`src/rtl/multicycle_sequencer.sv`:
```
// Multicycle instruction sequencer.
// A seven-state controller that fetches 16-bit instructions, decodes the
// opcode in bits [15:12] and steps through execute, memory and write-back
// phases. It raises one datapath strobe at a time and counts the
// instructions it has completed.
module multicycle_sequencer #(
  parameter int PC_W  = 8,
  parameter int CNT_W = 16
) (
  input  logic             clk,
  input  logic             rst_n,
  input  logic             start,
  input  logic             imem_ack,
  input  logic [15:0]      imem_data,
  input  logic             mem_ready,
  output logic             imem_req,
  output logic [PC_W-1:0]  pc,
  output logic [15:0]      ir,
  output logic             reg_read,
  output logic             reg_write,
  output logic             mem_read,
  output logic             mem_write,
  output logic             alu_en,
  output logic             busy,
  output logic             halted,
  output logic             illegal,
  output logic [CNT_W-1:0] retired
);

  typedef enum logic [2:0] {
    ST_IDLE   = 3'd0,
    ST_FETCH  = 3'd1,
    ST_DECODE = 3'd2,
    ST_EXEC   = 3'd3,
    ST_MEM    = 3'd4,
    ST_WB     = 3'd5,
    ST_HALT   = 3'd6
  } state_t;

  localparam logic [PC_W-1:0]  PC_ONE  = PC_W'(1);
  localparam logic [CNT_W-1:0] CNT_ONE = CNT_W'(1);

  localparam logic [3:0] OP_LOAD  = 4'h4;
  localparam logic [3:0] OP_STORE = 4'h5;
  localparam logic [3:0] OP_HALT  = 4'hF;

  state_t            state_r;
  state_t            state_s;
  logic [PC_W-1:0]   pc_r;
  logic [15:0]       ir_r;
  logic [CNT_W-1:0]  retired_r;
  logic              illegal_r;

  logic              load_ir_s;
  logic              retire_s;
  logic              set_illegal_s;
  logic [3:0]        opcode_s;

  logic              imem_req_s;
  logic              reg_read_s;
  logic              reg_write_s;
  logic              mem_read_s;
  logic              mem_write_s;
  logic              alu_en_s;
  logic              busy_s;
  logic              halted_s;

  assign opcode_s = ir_r[15:12];

  // State register; reset drops any in-flight instruction back to IDLE.
  always_ff @(posedge clk or negedge rst_n) begin
    if (!rst_n) begin
      state_r <= ST_IDLE;
    end else begin
      state_r <= state_s;
    end
  end

  // Next-state selection plus the one-cycle events that update the datapath.
  always_comb begin
    state_s       = state_r;
    load_ir_s     = 1'b0;
    retire_s      = 1'b0;
    set_illegal_s = 1'b0;
    case (state_r)
      ST_IDLE: begin
        if (start) begin
          state_s = ST_FETCH;
        end else begin
          state_s = ST_IDLE;
        end
      end
      ST_FETCH: begin
        if (imem_ack) begin
          load_ir_s = 1'b1;
          state_s   = ST_DECODE;
        end else begin
          state_s = ST_FETCH;
        end
      end
      ST_DECODE: begin
        case (opcode_s)
          4'h0, 4'h1, 4'h2, 4'h3: state_s = ST_EXEC;
          OP_LOAD, OP_STORE:      state_s = ST_MEM;
          OP_HALT: begin
            retire_s = 1'b1;
            state_s  = ST_HALT;
          end
          default: begin
            // Undefined opcode retires as a NOP and leaves a sticky flag.
            retire_s      = 1'b1;
            set_illegal_s = 1'b1;
            state_s       = ST_FETCH;
          end
        endcase
      end
      ST_EXEC: begin
        state_s = ST_WB;
      end
      ST_MEM: begin
        if (mem_ready) begin
          if (opcode_s == OP_STORE) begin
            // A store has nothing to write back, so it completes here.
            retire_s = 1'b1;
            state_s  = ST_FETCH;
          end else begin
            state_s = ST_WB;
          end
        end else begin
          state_s = ST_MEM;
        end
      end
      ST_WB: begin
        retire_s = 1'b1;
        state_s  = ST_FETCH;
      end
      ST_HALT: begin
        if (start) begin
          state_s = ST_FETCH;
        end else begin
          state_s = ST_HALT;
        end
      end
      default: begin
        state_s = ST_IDLE;
      end
    endcase
  end

  // Moore strobe decode from the registered state and instruction only.
  always_comb begin
    imem_req_s  = 1'b0;
    reg_read_s  = 1'b0;
    reg_write_s = 1'b0;
    mem_read_s  = 1'b0;
    mem_write_s = 1'b0;
    alu_en_s    = 1'b0;
    busy_s      = 1'b1;
    halted_s    = 1'b0;
    case (state_r)
      ST_IDLE: begin
        busy_s = 1'b0;
      end
      ST_FETCH: begin
        imem_req_s = 1'b1;
      end
      ST_DECODE: begin
        if ((opcode_s <= 4'h3) || (opcode_s == OP_STORE)) begin
          reg_read_s = 1'b1;
        end else begin
          reg_read_s = 1'b0;
        end
      end
      ST_EXEC: begin
        alu_en_s = 1'b1;
      end
      ST_MEM: begin
        if (opcode_s == OP_STORE) begin
          mem_write_s = 1'b1;
        end else begin
          mem_read_s = 1'b1;
        end
      end
      ST_WB: begin
        reg_write_s = 1'b1;
      end
      ST_HALT: begin
        busy_s   = 1'b0;
        halted_s = 1'b1;
      end
      default: begin
        busy_s = 1'b0;
      end
    endcase
  end

  // Program counter and instruction register move only on an acknowledged fetch.
  always_ff @(posedge clk or negedge rst_n) begin
    if (!rst_n) begin
      pc_r <= '0;
      ir_r <= 16'h0000;
    end else if (load_ir_s) begin
      pc_r <= pc_r + PC_ONE;
      ir_r <= imem_data;
    end else begin
      pc_r <= pc_r;
      ir_r <= ir_r;
    end
  end

  // Retired-instruction counter; wraps silently at full scale.
  always_ff @(posedge clk or negedge rst_n) begin
    if (!rst_n) begin
      retired_r <= '0;
    end else if (retire_s) begin
      retired_r <= retired_r + CNT_ONE;
    end else begin
      retired_r <= retired_r;
    end
  end

  // Sticky undefined-opcode flag, cleared only by reset.
  always_ff @(posedge clk or negedge rst_n) begin
    if (!rst_n) begin
      illegal_r <= 1'b0;
    end else if (set_illegal_s) begin
      illegal_r <= 1'b1;
    end else begin
      illegal_r <= illegal_r;
    end
  end

  assign imem_req  = imem_req_s;
  assign reg_read  = reg_read_s;
  assign reg_write = reg_write_s;
  assign mem_read  = mem_read_s;
  assign mem_write = mem_write_s;
  assign alu_en    = alu_en_s;
  assign busy      = busy_s;
  assign halted    = halted_s;
  assign pc        = pc_r;
  assign ir        = ir_r;
  assign retired   = retired_r;
  assign illegal   = illegal_r;

endmodule

```
`config.mk`:
```
export PLATFORM = sky130hd
export DESIGN_NAME = multicycle_sequencer
export DESIGN_NICKNAME = d
export VERILOG_FILES = /design/src/rtl/multicycle_sequencer.sv
export SDC_FILE = /design/constraint.sdc
export NUM_CORES = 1
export LEC_CHECK = 0
export ABC_AREA = 1
export BUFFER_PORTS_ARGS = -buffer_cell sky130_fd_sc_hd__buf_4
export CAP_MARGIN = 10
export CORE_UTILIZATION = 40
export CTS_CLUSTER_DIAMETER = 30
export DETAILED_ROUTE_END_ITERATION = 7
export GPL_TIMING_DRIVEN = 0
export HOLD_SLACK_MARGIN = 0.02
export PLACE_DENSITY = 0.67
export SYNTH_ARGS = -nofsm -noshare
export SYNTH_HDL_FRONTEND = slang
export SYNTH_SLANG_ARGS = --single-unit
```
`constraint.sdc`:
```
create_clock -name clk -period 1.3 [get_ports clk]
set_input_delay 0.065 -clock clk [delete_from_list [all_inputs] [get_ports clk]]
set_output_delay 0.065 -clock clk [all_outputs]
set_load 0.02 [all_outputs]
```
==> results of run 1 <==
## kinds of logic (layout without fill, tap and decap cells)
family,count (synthesis),after routing,synth area share [%]
XOR/XNOR,14,14,5.16
adder cells (fa/ha/maj),2,2,1.05
AND/OR/NAND/NOR,194,194,34.3
AO/OA/AOI/OAI,20,20,4.95
buffers and inverters,39,151,8.17
flip-flops,44,44,46.4
## state kept, by name, indices dropped and copies added (netlist names)
name     cells
retired     16
state_r      3
ir          16
pc           8
illegal      1
## layout make-up
type	count	share of cell area, %
multi-input combinational	230	33.4
sequential	44	31.0
timing repair buffer	105	24.9
inverter	33	3.50
clock buffer	8	2.77
tap	72	2.50
buffer	5	1.91
## cells in the final DEF (no fill, tap or decap), drive strengths merged
| cell | instances |
|---|---|
| ha | 2 |
| a21oi | 1 |
| nand2 | 134 |
| o21ai | 18 |
| nor2 | 32 |
| xor2 | 8 |
| xnor2 | 6 |
| a21o | 1 |
| inv | 33 |
| nor3 | 4 |
| buf | 92 |
| or3 | 1 |
| dfrtp | 44 |
| nand3b | 1 |
| clkbuf | 9 |
| nand4 | 6 |
| nand3 | 16 |
| dlygate4sd3 | 17 |
## cell usage after synthesis
| master | count |
|---|---|
| o21ai_2 | 4 |
| buf_12 | 1 |
| or3_1 | 1 |
| nand3_1 | 13 |
| nand2_4 | 1 |
| o21ai_1 | 2 |
| nand3_2 | 3 |
| inv_2 | 5 |
| ha_1 | 2 |
| nor3_1 | 4 |
| o21ai_0 | 12 |
| nor2_1 | 25 |
| nor2_2 | 7 |
| a21o_1 | 1 |
| inv_1 | 28 |
| xor2_1 | 8 |
| buf_6 | 4 |
| nand2_1 | 133 |
| nand3b_1 | 1 |
| buf_2 | 1 |
| xnor2_1 | 6 |
| dfrtp_1 | 44 |
| nand4_1 | 6 |
| a21oi_1 | 1 |
## power by group through the flow
stage               clock network (W)  logic, W  registers, W
floorplan                           0   0.00154       0.00267
global placement                    0   0.00308       0.00227
detailed placement                  0   0.00315       0.00227
CTS                          0.000983   0.00366       0.00223
global route                  0.00105   0.00446       0.00230
finish                       0.000958   0.00411       0.00224
## routing by layer
layer | track usage, % | vias up
li1 | - | 1191
met1 | 24.4 | 1138
met2 | 37.4 | 69
met3 | 3.56 | 9
met4 | 7.09 | 0
met5 | 0 | -
## critical path, stage by stage (launching register included)
cell	delay (ps)
dfrtp_2	430
inv_2	70
nand3_2	100
inv_1	60
or3_1	320
buf_6	140
## path summary, 6_finish.rpt
kind                            start           to  depth (start not counted)
setup / recovery           state_r[2]         busy                          5
hold / removal                  start   state_r[0]                          3
setup reg to reg           state_r[1]   retired[3]                          9
hold reg to reg                 ir[1]        ir[1]                          2
max in group asynchronous       rst_n       ir[12]                          2
min in group asynchronous       rst_n  retired[12]                          2
## per-stage QoR
stage	TNS [ps]	total power (W)	util [%]	hold slack, ps
floorplan	-33.0	0.00422	-	-231
global placement	-3000	0.00535	53.7	99.8
detailed placement	-3590	0.00542	53.7	105
CTS	-2580	0.00688	61.4	25.3
global route	-7260	0.00781	64.3	50.9
finish	-3430	0.00730	64.3	41.7
## what timing repair did
item,in CTS,in global routing
pin swaps,5,13
buffers inserted,11,6
hold buffers,17,0
endpoints found under the setup margin,45,48
gates cloned,2,1
endpoints found under the hold margin,60,0
resized for setup,19,33
==> impl_summary.txt, run 1 <==
----------------------------------------------------
[Run status]
  Outcome ... complete, but fails checks
  Violated checks ... setup timing

[Power]
  Proportion of power drawn by flip-flops and latches ... 30.7%
  Switching power total ... 0.00311 W
  Leakage dissipation ... 1.80 nW
  Clock power share ... 13.1%
  Power Density ... 2030 nW/um2
  Largest vdd supply drop ... roughly 1200 uV
  Net switching share of the total power ... between 40% and 50%
  Part of the total power dissipated in combinational logic ... 56.2%
  Internal portion of total power ... roughly 0.0042 W

[Run]
  Max-cap viol count ... 0

[Drt]
  DRC violation total after the first TritonRoute iteration ... 88
  Wire length per cell after detailed routing ... approximately 12 um
  Total vias in the final route ... 2407
  DRC violations left ... 0
  Detail-routed via count per cell ... 4.84
  Post-detailed-routing wire length ... about 6 mm
  Detailed Routing Iterations Pass 1 ... 4
  Top metal layer carrying routed signals ... met4
  DRT antenna net count ... 0
  Routed length on met2 ... 3.16 mm
  Met3 WL post-DR ... 285 um
  Post-route met1 wirelength ... 2.63 mm

[Timing]
  Measured slew at the worst slew-check pin ... 571 ps
  Tcrit/Tclk final ... 114%
  RSZ-0062 raised after global routing ... true
  Hold Vio Cnt, Final ... 0
  Worst Clk Skew ... about 19 ps
  Max Transition Viols Final ... 0
  Fin worst setup slack ... -186 ps
  Total setup violations reported at the end of the flow ... 45
  Upper clock frequency limit ... 673 MHz
  Headroom to the max-slew limit ... 62.0%
  Minimum clock period ... 1490 ps

[GRT]
  GRT Overall Usage ... 20.6%
  Maximum number of pins on one net before global-route repair ... 45
  Antenna violations before repair ... 0
  Leftover overflow at the end of global routing ... 0
  First-pass GRT wire length ... 10.1 mm
  Number of global-route vias before repair ... around 2300

[Cells and area]
  Layout-stage area growth over the synthesis result ... 51.9%
  Seq. cell area ... 1120 um2
  Layout cell share with drive strength beyond 1 ... 38.1%
  Filler cell count in the final layout ... 510
  Diode insertion count for antenna repair ... 0
  Finished Cell Area ... 3610 um2
  Footprint of the multi-input gates ... 1210 um2
  Post-layout net count ... 447
  Post-layout instance count excluding filler cells ... 497

[Setup path]
  Critical path required time ... approximately 1200 ps
  Worst setup path class ... register to primary output
  Setup crit end kind ... primary output
  Startpoint type of the worst setup path ... register
  Maximum net fanout on the critical path ... 4
  Reg-to-reg setup timing slack ... -170 ps
  Data arrival time of the worst path ... 1420 ps

[CTS]
  Root buffer cell ... clkbuf_8
  Clk Latency, worst-skew pair ... 310 ps
  Clock tree from TritonCTS ... yes
  Number of buffers inserted during clock tree synthesis ... 5
  Sinks on Clock Net ... 44
  Clock slew at the register clock pins of the worst setup and hold paths ... 80 ps
  Htree depth ... 2
  CTS Buffer Depth ... 2

[Place]
  PortBufs ... 69
  Post-detail-place hpwl ... between 3 and 4 mm
  Post-Place Cells ... between 400 and 500
  Worst slack, placed ... -158 ps
  Post-DP Area ... 3010 um2
  Final GP Congestion ... roughly 0.80

[Yosys]
  Sequential element share of the synthesized area ... 46.4%
  Yosys warning total ... 0
  Synthesized net count ... 336
  Most area-consuming cells after synthesis ... dfrtp_1, nand2_1, inv_1
  Yosys top cell area share ... 46.4%
  Distinct cell type count after synthesis ... 24
  Synth Instances ... 313
  Mean Syn Cell Area ... 7.59 um2
  FF+latch count, synth ... 44
  Library cell occupying the most area in the post-synthesis netlist ... dfrtp_1
  Post-synthesis instance area ... 2370 um2

[Die]
  Number of placement rows ... 27
  Die area ... 6250 um2
  Num ports ... 70
  Effective utilization at floorplan ... 42.3%
  Die height ... 79.1 um
  Standard cell core area ... 5610 um2
  Die span in x ... 79.1 um

[Hold path]
  Tightest Hold Check Type ... primary input to register

----------------------------------------------------
(Power assumes the default switching activity.)
==> run 2: changes to the inputs <==
--- a/config.mk
+++ b/config.mk
@@ -11,7 +11,6 @@
 export CORE_UTILIZATION = 40
 export CTS_CLUSTER_DIAMETER = 30
 export DETAILED_ROUTE_END_ITERATION = 7
-export GPL_TIMING_DRIVEN = 0
 export HOLD_SLACK_MARGIN = 0.02
 export PLACE_DENSITY = 0.67
 export SYNTH_ARGS = -nofsm -noshare
==> impl_summary.txt, run 2 (synthesis results as in run 1) <==
----------------------------------------------------
[GRT]
  Maximum number of pins on one net before global-route repair ... 45 (unchanged)
  Antenna violations before repair ... 0 (unchanged)
  First-pass GRT wire length ... 10.4 mm (was 10.1 mm)
  Number of global-route vias before repair ... 2467 (was 2304)
  GRT Overall Usage ... 21.2% (was 20.6%)
  Leftover overflow at the end of global routing ... 0 (unchanged)

[Setup path]
  Critical path required time ... 1240 ps (about the same)
  Startpoint type of the worst setup path ... register (unchanged)
  Data arrival time of the worst path ... 1430 ps (was 1420 ps)
  Maximum net fanout on the critical path ... 3 (was 4)
  Setup crit end kind ... primary output (unchanged)
  Worst setup path class ... register to primary output (unchanged)

[Place]
  Post-detail-place hpwl ... 4.29 mm (was 3.92 mm)
  Post-DP Area ... 3240 um2 (was 3010 um2)
  PortBufs ... 69 (unchanged)
  Post-Place Cells ... 486 (was 454)
  Final GP Congestion ... 0.820 (was 0.797)

[CTS]
  Clock tree from TritonCTS ... yes (unchanged)
  Clock slew at the register clock pins of the worst setup and hold paths ... 80 ps (about the same)
  Sinks on Clock Net ... 44 (unchanged)
  Number of buffers inserted during clock tree synthesis ... 5 (unchanged)
  Htree depth ... 2 (unchanged)
  Root buffer cell ... clkbuf_8 (unchanged)
  Clk Latency, worst-skew pair ... 290 ps (was 310 ps)
  CTS Buffer Depth ... 2 (unchanged)

[Drt]
  Detail-routed via count per cell ... 4.72 (was 4.84)
  DRT antenna net count ... 0 (unchanged)
  DRC violations left ... 0 (unchanged)
  DRC violation total after the first TritonRoute iteration ... 82 (was 88)
  Wire length per cell after detailed routing ... 12.1 um (was 12.4 um)
  Total vias in the final route ... 2466 (was 2407)
  Post-detailed-routing wire length ... 6.31 mm (was 6.15 mm)
  Detailed Routing Iterations Pass 1 ... 5 (was 4)

[Cells and area]
  Commonest cells after routing, fill and taps aside ... nand2_1, buf_4, dfrtp_1 (unchanged)
  Post-layout instance count excluding filler cells ... 522 (was 497)
  Post-layout net count ... 472 (was 447)
  Final core area utilization ... 67.2% (was 64.3%)
  Layout-stage area growth over the synthesis result ... 58.7% (was 51.9%)
  Finished Cell Area ... 3770 um2 (was 3610 um2)
  Commonest non-fill, non-tap cell in the layout ... nand2_1 (unchanged)
  Filler cell count in the final layout ... 486 (was 510)
  Layout cell share with drive strength beyond 1 ... 40.7% (was 38.1%)
  Diode insertion count for antenna repair ... 0 (unchanged)

[Die]
  Effective utilization at floorplan ... 42.3% (unchanged)
  Number of placement rows ... 27 (unchanged)
  Num ports ... 70 (unchanged)
  Die area ... 6250 um2 (unchanged)
  Die height ... 79.1 um (unchanged)
  Standard cell core area ... 5610 um2 (unchanged)
  Die span in x ... 79.1 um (unchanged)

[Hold path]
  Tightest Hold Check Type ... primary input to register (unchanged)

[Timing]
  Tcrit/Tclk final ... 115% (was 114%)
  Post-Route Hold Slack ... 50.9 ps (was 41.7 ps)
  Total setup violations reported at the end of the flow ... 50 (was 45)
  Minimum clock period ... 1500 ps (was 1490 ps)
  Fin worst setup slack ... -197 ps (was -186 ps)
  RSZ-0062 raised after global routing ... true (unchanged)
  Headroom to the max-slew limit ... 62.6% (was 62.0%)
  Max Transition Viols Final ... 0 (unchanged)
  Upper clock frequency limit ... 668 MHz (was 673 MHz)
  Measured slew at the worst slew-check pin ... 561 ps (was 571 ps)
  Hold Vio Cnt, Final ... 0 (unchanged)
  Worst Clk Skew ... 7.74 ps (was 19.5 ps)

[Run status]
  Outcome ... complete, but fails checks (unchanged)
  Violated checks ... setup timing (unchanged)

[Run]
  Max-cap viol count ... 0 (unchanged)

[Power]
  Leakage dissipation ... 1.89 nW (was 1.80 nW)
  Largest vdd supply drop ... 1190 uV (was 1220 uV)
  Power Density ... 1970 nW/um2 (was 2030 nW/um2)

----------------------------------------------------
run 2: cell types whose count changed in the layout (fill, tap and decap cells not counted), moves of 4 or more:
cell | before | now
nor2_1 | 20 | 16
buf_4 | 76 | 106
nand2_1 | 119 | 129
o21ai_1 | 1 | 5
nand2_2 | 12 | 3
run 2: worst paths after layout:
kind	slack, ps	from	depth (start not counted)	end
setup / recovery	-200	state_r[0]	6	busy
hold / removal	50	start	3	state_r[0]
setup reg to reg	-150	state_r[2]	7	pc[0]
hold reg to reg	470	ir[9]	2	ir[9]
max in group asynchronous	580	rst_n	2	ir[14]
min in group asynchronous	290	rst_n	2	retired[1]
run 2: layout make-up:
cell class / count / area, um2 / area share [%]
multi-input combinational: 230 / 1230 / 32.5
sequential: 44 / 1120 / 29.6
tap: 72 / 90.1 / 2.39
timing repair buffer: 135 / 1110 / 29.4
clock buffer: 7 / 86.3 / 2.29
clock inverter: 1 / 7.51 / 0.199
inverter: 33 / 131 / 3.49
run 2: through the flow:
step           setup WS, ps  TNS, ps  total power (W)
6_report               -197    -4260          0.00742
5_1_grt                -237    -7440          0.00796
3_3_place_gp          -48.8     -381          0.00572
4_1_cts                -184    -3280          0.00708
2_1_floorplan         -33.0    -33.0          0.00422
3_5_place_dp           -108    -1130          0.00579
run 2: repair_timing:
| item | CTS | global route |
|---|---|---|
| hold endpoints to repair | 60 | 0 |
| endpoints found under the setup margin | 45 | 50 |
| pin swaps | 6 | 6 |
| buffers inserted | 6 | 5 |
| resized for setup | 24 | 30 |
| hold buffers | 17 | 0 |
run 2: worst max-delay path, stage by stage, from the launching register on:
cell     delay, ps
dfrtp_1        380
inv_2           70
nand3_4         90
buf_6          110
inv_4           30
or3_4          320
buf_6          140
run 2: where the power goes:
| part | internal [W] | total, W | leakage (nW) | switching (W) |
|---|---|---|---|---|
| Sequential | 0.00183 | 0.00222 | 0.552 | 0.000383 |
| Clock | 0.000432 | 0.000894 | 0.0445 | 0.000462 |
| Combinational | 0.00202 | 0.00431 | 1.29 | 0.00229 |
| Total | 0.00428 | 0.00742 | 1.89 | 0.00314 |
run 2: routing by layer:
metal / routed length [um] / vias up / track usage, %
met5: 0 / - / 0
met3: 339 / 13 / 5.06
li1: - / 1242 / -
met1: 2470 / 1131 / 23.1
met4: 97 / 0 / 6.91
met2: 3410 / 80 / 39.9
==> run 3: changes to the inputs <==
--- a/config.mk
+++ b/config.mk
@@ -12,7 +12,7 @@
 export CTS_CLUSTER_DIAMETER = 30
 export DETAILED_ROUTE_END_ITERATION = 7
 export HOLD_SLACK_MARGIN = 0.02
-export PLACE_DENSITY = 0.67
+export PLACE_DENSITY_LB_ADDON = 0.2
 export SYNTH_ARGS = -nofsm -noshare
 export SYNTH_HDL_FRONTEND = slang
 export SYNTH_SLANG_ARGS = --single-unit
==> impl_summary.txt, run 3 (synthesis results as in run 1) <==
----------------------------------------------------
[Run status]
  Outcome ... complete, but fails checks (unchanged)
  Violated checks ... setup timing (unchanged)

[Hold path]
  Tightest Hold Check Type ... primary input to register (unchanged)

[Timing]
  Minimum clock period ... 1530 ps (was 1500 ps)
  Fin worst setup slack ... -226 ps (was -197 ps)
  Worst Clk Skew ... 2.64 ps (was 7.74 ps)
  Post-Route Hold Slack ... 76.0 ps (was 50.9 ps)
  Hold Vio Cnt, Final ... 0 (unchanged)
  Max Transition Viols Final ... 0 (unchanged)
  RSZ-0062 raised after global routing ... true (unchanged)
  Total setup violations reported at the end of the flow ... 50 (unchanged)
  Headroom to the max-slew limit ... 60.8% (was 62.6%)
  Tcrit/Tclk final ... 117% (was 115%)
  Measured slew at the worst slew-check pin ... 588 ps (was 561 ps)
  Upper clock frequency limit ... 655 MHz (was 668 MHz)

[Place]
  PortBufs ... 69 (unchanged)
  Post-DP Area ... 3270 um2 (was 3240 um2)
  Final GP Congestion ... 0.887 (was 0.820)
  Post-detail-place hpwl ... 4.33 mm (was 4.29 mm)
  Worst slack, placed ... -119 ps (was -108 ps)

[Cells and area]
  Post-layout net count ... 488 (was 472)
  Layout-stage area growth over the synthesis result ... 73.6% (was 58.7%)
  Diode insertion count for antenna repair ... 0 (unchanged)
  Seq. cell area ... 1120 um2 (unchanged)
  Commonest cells after routing, fill and taps aside ... buf_4, nand2_1, dfrtp_1 (was nand2_1, buf_4, dfrtp_1)
  Footprint of the multi-input gates ... 1380 um2 (was 1230 um2)
  Finished Cell Area ... 4120 um2 (was 3770 um2)
  Commonest non-fill, non-tap cell in the layout ... buf_4 (was nand2_1)
  Filler cell count in the final layout ... 435 (was 486)
  Layout cell share with drive strength beyond 1 ... 49.8% (was 40.7%)

[Setup path]
  Critical-path cell with the highest stage delay ... dfrtp_2 (was dfrtp_1)
  Reg-to-Reg End ... pc[4] (was pc[0])
  Maximum net fanout on the critical path ... 4 (was 3)
  Largest incremental delay on the critical path ... 420 ps (was 380 ps)
  Setup crit end kind ... primary output (unchanged)
  Worst R2R Start ... state_r[2] (unchanged)
  R2R cell count ... 8 (was 7)
  Startpoint type of the worst setup path ... register (unchanged)
  Source of the critical timing path ... state_r[2] (was state_r[0])
  Data arrival time of the worst path ... 1460 ps (was 1430 ps)
  Reg-to-reg setup timing slack ... -190 ps (was -150 ps)
  Critical path required time ... 1240 ps (about the same)
  Worst setup path endpoint ... busy (unchanged)
  Worst setup path class ... register to primary output (unchanged)
  Ordered list of cells on the worst path ... inv_4 > nand3_2 > buf_6 > inv_4 > or3_4 > buf_6 (was inv_2 > nand3_4 > buf_6 > inv_4 > or3_4 > buf_6)

[CTS]
  Clk Latency, worst-skew pair ... 300 ps (was 290 ps)
  Htree depth ... 2 (unchanged)
  CTS Buffer Depth ... 2 (unchanged)
  Clock tree from TritonCTS ... yes (unchanged)
  Root buffer cell ... clkbuf_8 (unchanged)
  Number of buffers inserted during clock tree synthesis ... 5 (unchanged)
  Sinks on Clock Net ... 44 (unchanged)
  Clock slew at the register clock pins of the worst setup and hold paths ... 80 ps (about the same)

[Drt]
  Post-detailed-routing wire length ... 7.37 mm (was 6.31 mm)
  Wire length per cell after detailed routing ... 13.7 um (was 12.1 um)
  Detailed Routing Iterations Pass 1 ... 4 (was 5)
  Detail-routed via count per cell ... 4.86 (was 4.72)
  DRC violation total after the first TritonRoute iteration ... 122 (was 82)
  DRC violations left ... 0 (unchanged)
  DRT antenna net count ... 0 (unchanged)
  Total vias in the final route ... 2617 (was 2466)

[Power]
  Internal portion of total power ... 0.00482 W (was 0.00428 W)
  Net switching share of the total power ... 42.7% (was 42.3%)
  Power Density ... 2040 nW/um2 (was 1970 nW/um2)
  Leakage dissipation ... 2.09 nW (was 1.89 nW)
  Clock power share ... 11.5% (was 12.0%)
  Switching power total ... 0.00358 W (was 0.00314 W)
  Post-layout total power ... 0.00840 W (was 0.00742 W)
  Part of the total power dissipated in combinational logic ... 61.9% (was 58.1%)
  Largest vdd supply drop ... 1340 uV (was 1190 uV)
  Proportion of power drawn by flip-flops and latches ... 26.7% (was 29.8%)

[Die]
  Die height ... 79.1 um (unchanged)
  Die span in x ... 79.1 um (unchanged)
  Num ports ... 70 (unchanged)
  Effective utilization at floorplan ... 42.3% (unchanged)
  Standard cell core area ... 5610 um2 (unchanged)
  Die area ... 6250 um2 (unchanged)
  Number of placement rows ... 27 (unchanged)

[GRT]
  Antenna violations before repair ... 0 (unchanged)
  Number of global-route vias before repair ... 2500 (was 2467)
  Maximum number of pins on one net before global-route repair ... 45 (unchanged)
  First-pass GRT wire length ... 11.2 mm (was 10.4 mm)
  GRT Overall Usage ... 23.0% (was 21.2%)
  Leftover overflow at the end of global routing ... 0 (unchanged)

[Run]
  Max-cap viol count ... 0 (unchanged)

----------------------------------------------------
run 3: cell count changes in the layout (fill, tap and decap cells not counted), moves of 3 or more:
cell	delta
buf_6	+4
clkbuf_16	+3
inv_2	-3
inv_4	+3
nand2_1	-33
nand2_2	+25
nand2_4	+10
run 3: per-stage QoR:
stage,utilization (%),cells,setup TNS (ps)
after floorplan,-,313,-33.0
after detailed placement,58.3,488,-1720
after global routing,73.5,538,-9270
final,73.5,538,-6380
after global placement,58.3,488,-797
after CTS,67.3,528,-2150
run 3: layout make-up:
cell class | count | area share [%]
multi-input combinational | 233 | 33.4
timing repair buffer | 148 | 31.5
sequential | 44 | 27.1
inverter | 33 | 3.37
clock buffer | 8 | 2.43
tap | 72 | 2.19
run 3: repair_timing:
item	4_1_cts	5_1_grt
pin swaps	9	18
hold buffers	17	0
cloned	3	5
hold endpoints to repair	60	0
resized for setup	33	75
setup endpoints to repair	39	49
buffers inserted	12	5
run 3: per-layer routing:
| metal | vias to the layer above | global-route usage [%] | part of all wire (%) |
|---|---|---|---|
| met1 | 1263 | 26.0 | 41 |
| met2 | 68 | 43.1 | 54 |
| met4 | 0 | 6.36 | 1.0 |
| li1 | 1276 | - | - |
| met3 | 10 | 5.06 | 4.3 |
| met5 | - | 0 | 0 |
run 3: how the worst min path moves through the flow:
stage | to | slack, ps | startpoint | depth (start not counted)
after floorplan | illegal | -230 | rst_n | 0
after global placement | retired[15] | 110 | rst_n | 1
after detailed placement | retired[15] | 110 | rst_n | 1
after CTS | state_r[0] | 40 | start | 3
after global routing | state_r[0] | 70 | start | 3
final | state_r[0] | 80 | start | 3
run 3: power groups by stage:
stage	logic [W]	clock network, W	registers, W
detailed placement	0.00358	0	0.00220
CTS	0.00426	0.000983	0.00218
global placement	0.00350	0	0.00220
finish	0.00520	0.000962	0.00224
floorplan	0.00154	0	0.00267
global route	0.00554	0.00102	0.00230
run 3: worst max-delay path: cells and delay by family, from the launching register on:
| kind | cells | cell delay, ps |
|---|---|---|
| DFF | 1 | 420 |
| and+or+nand+nor | 2 | 410 |
| buffers and inverters | 4 | 340 |
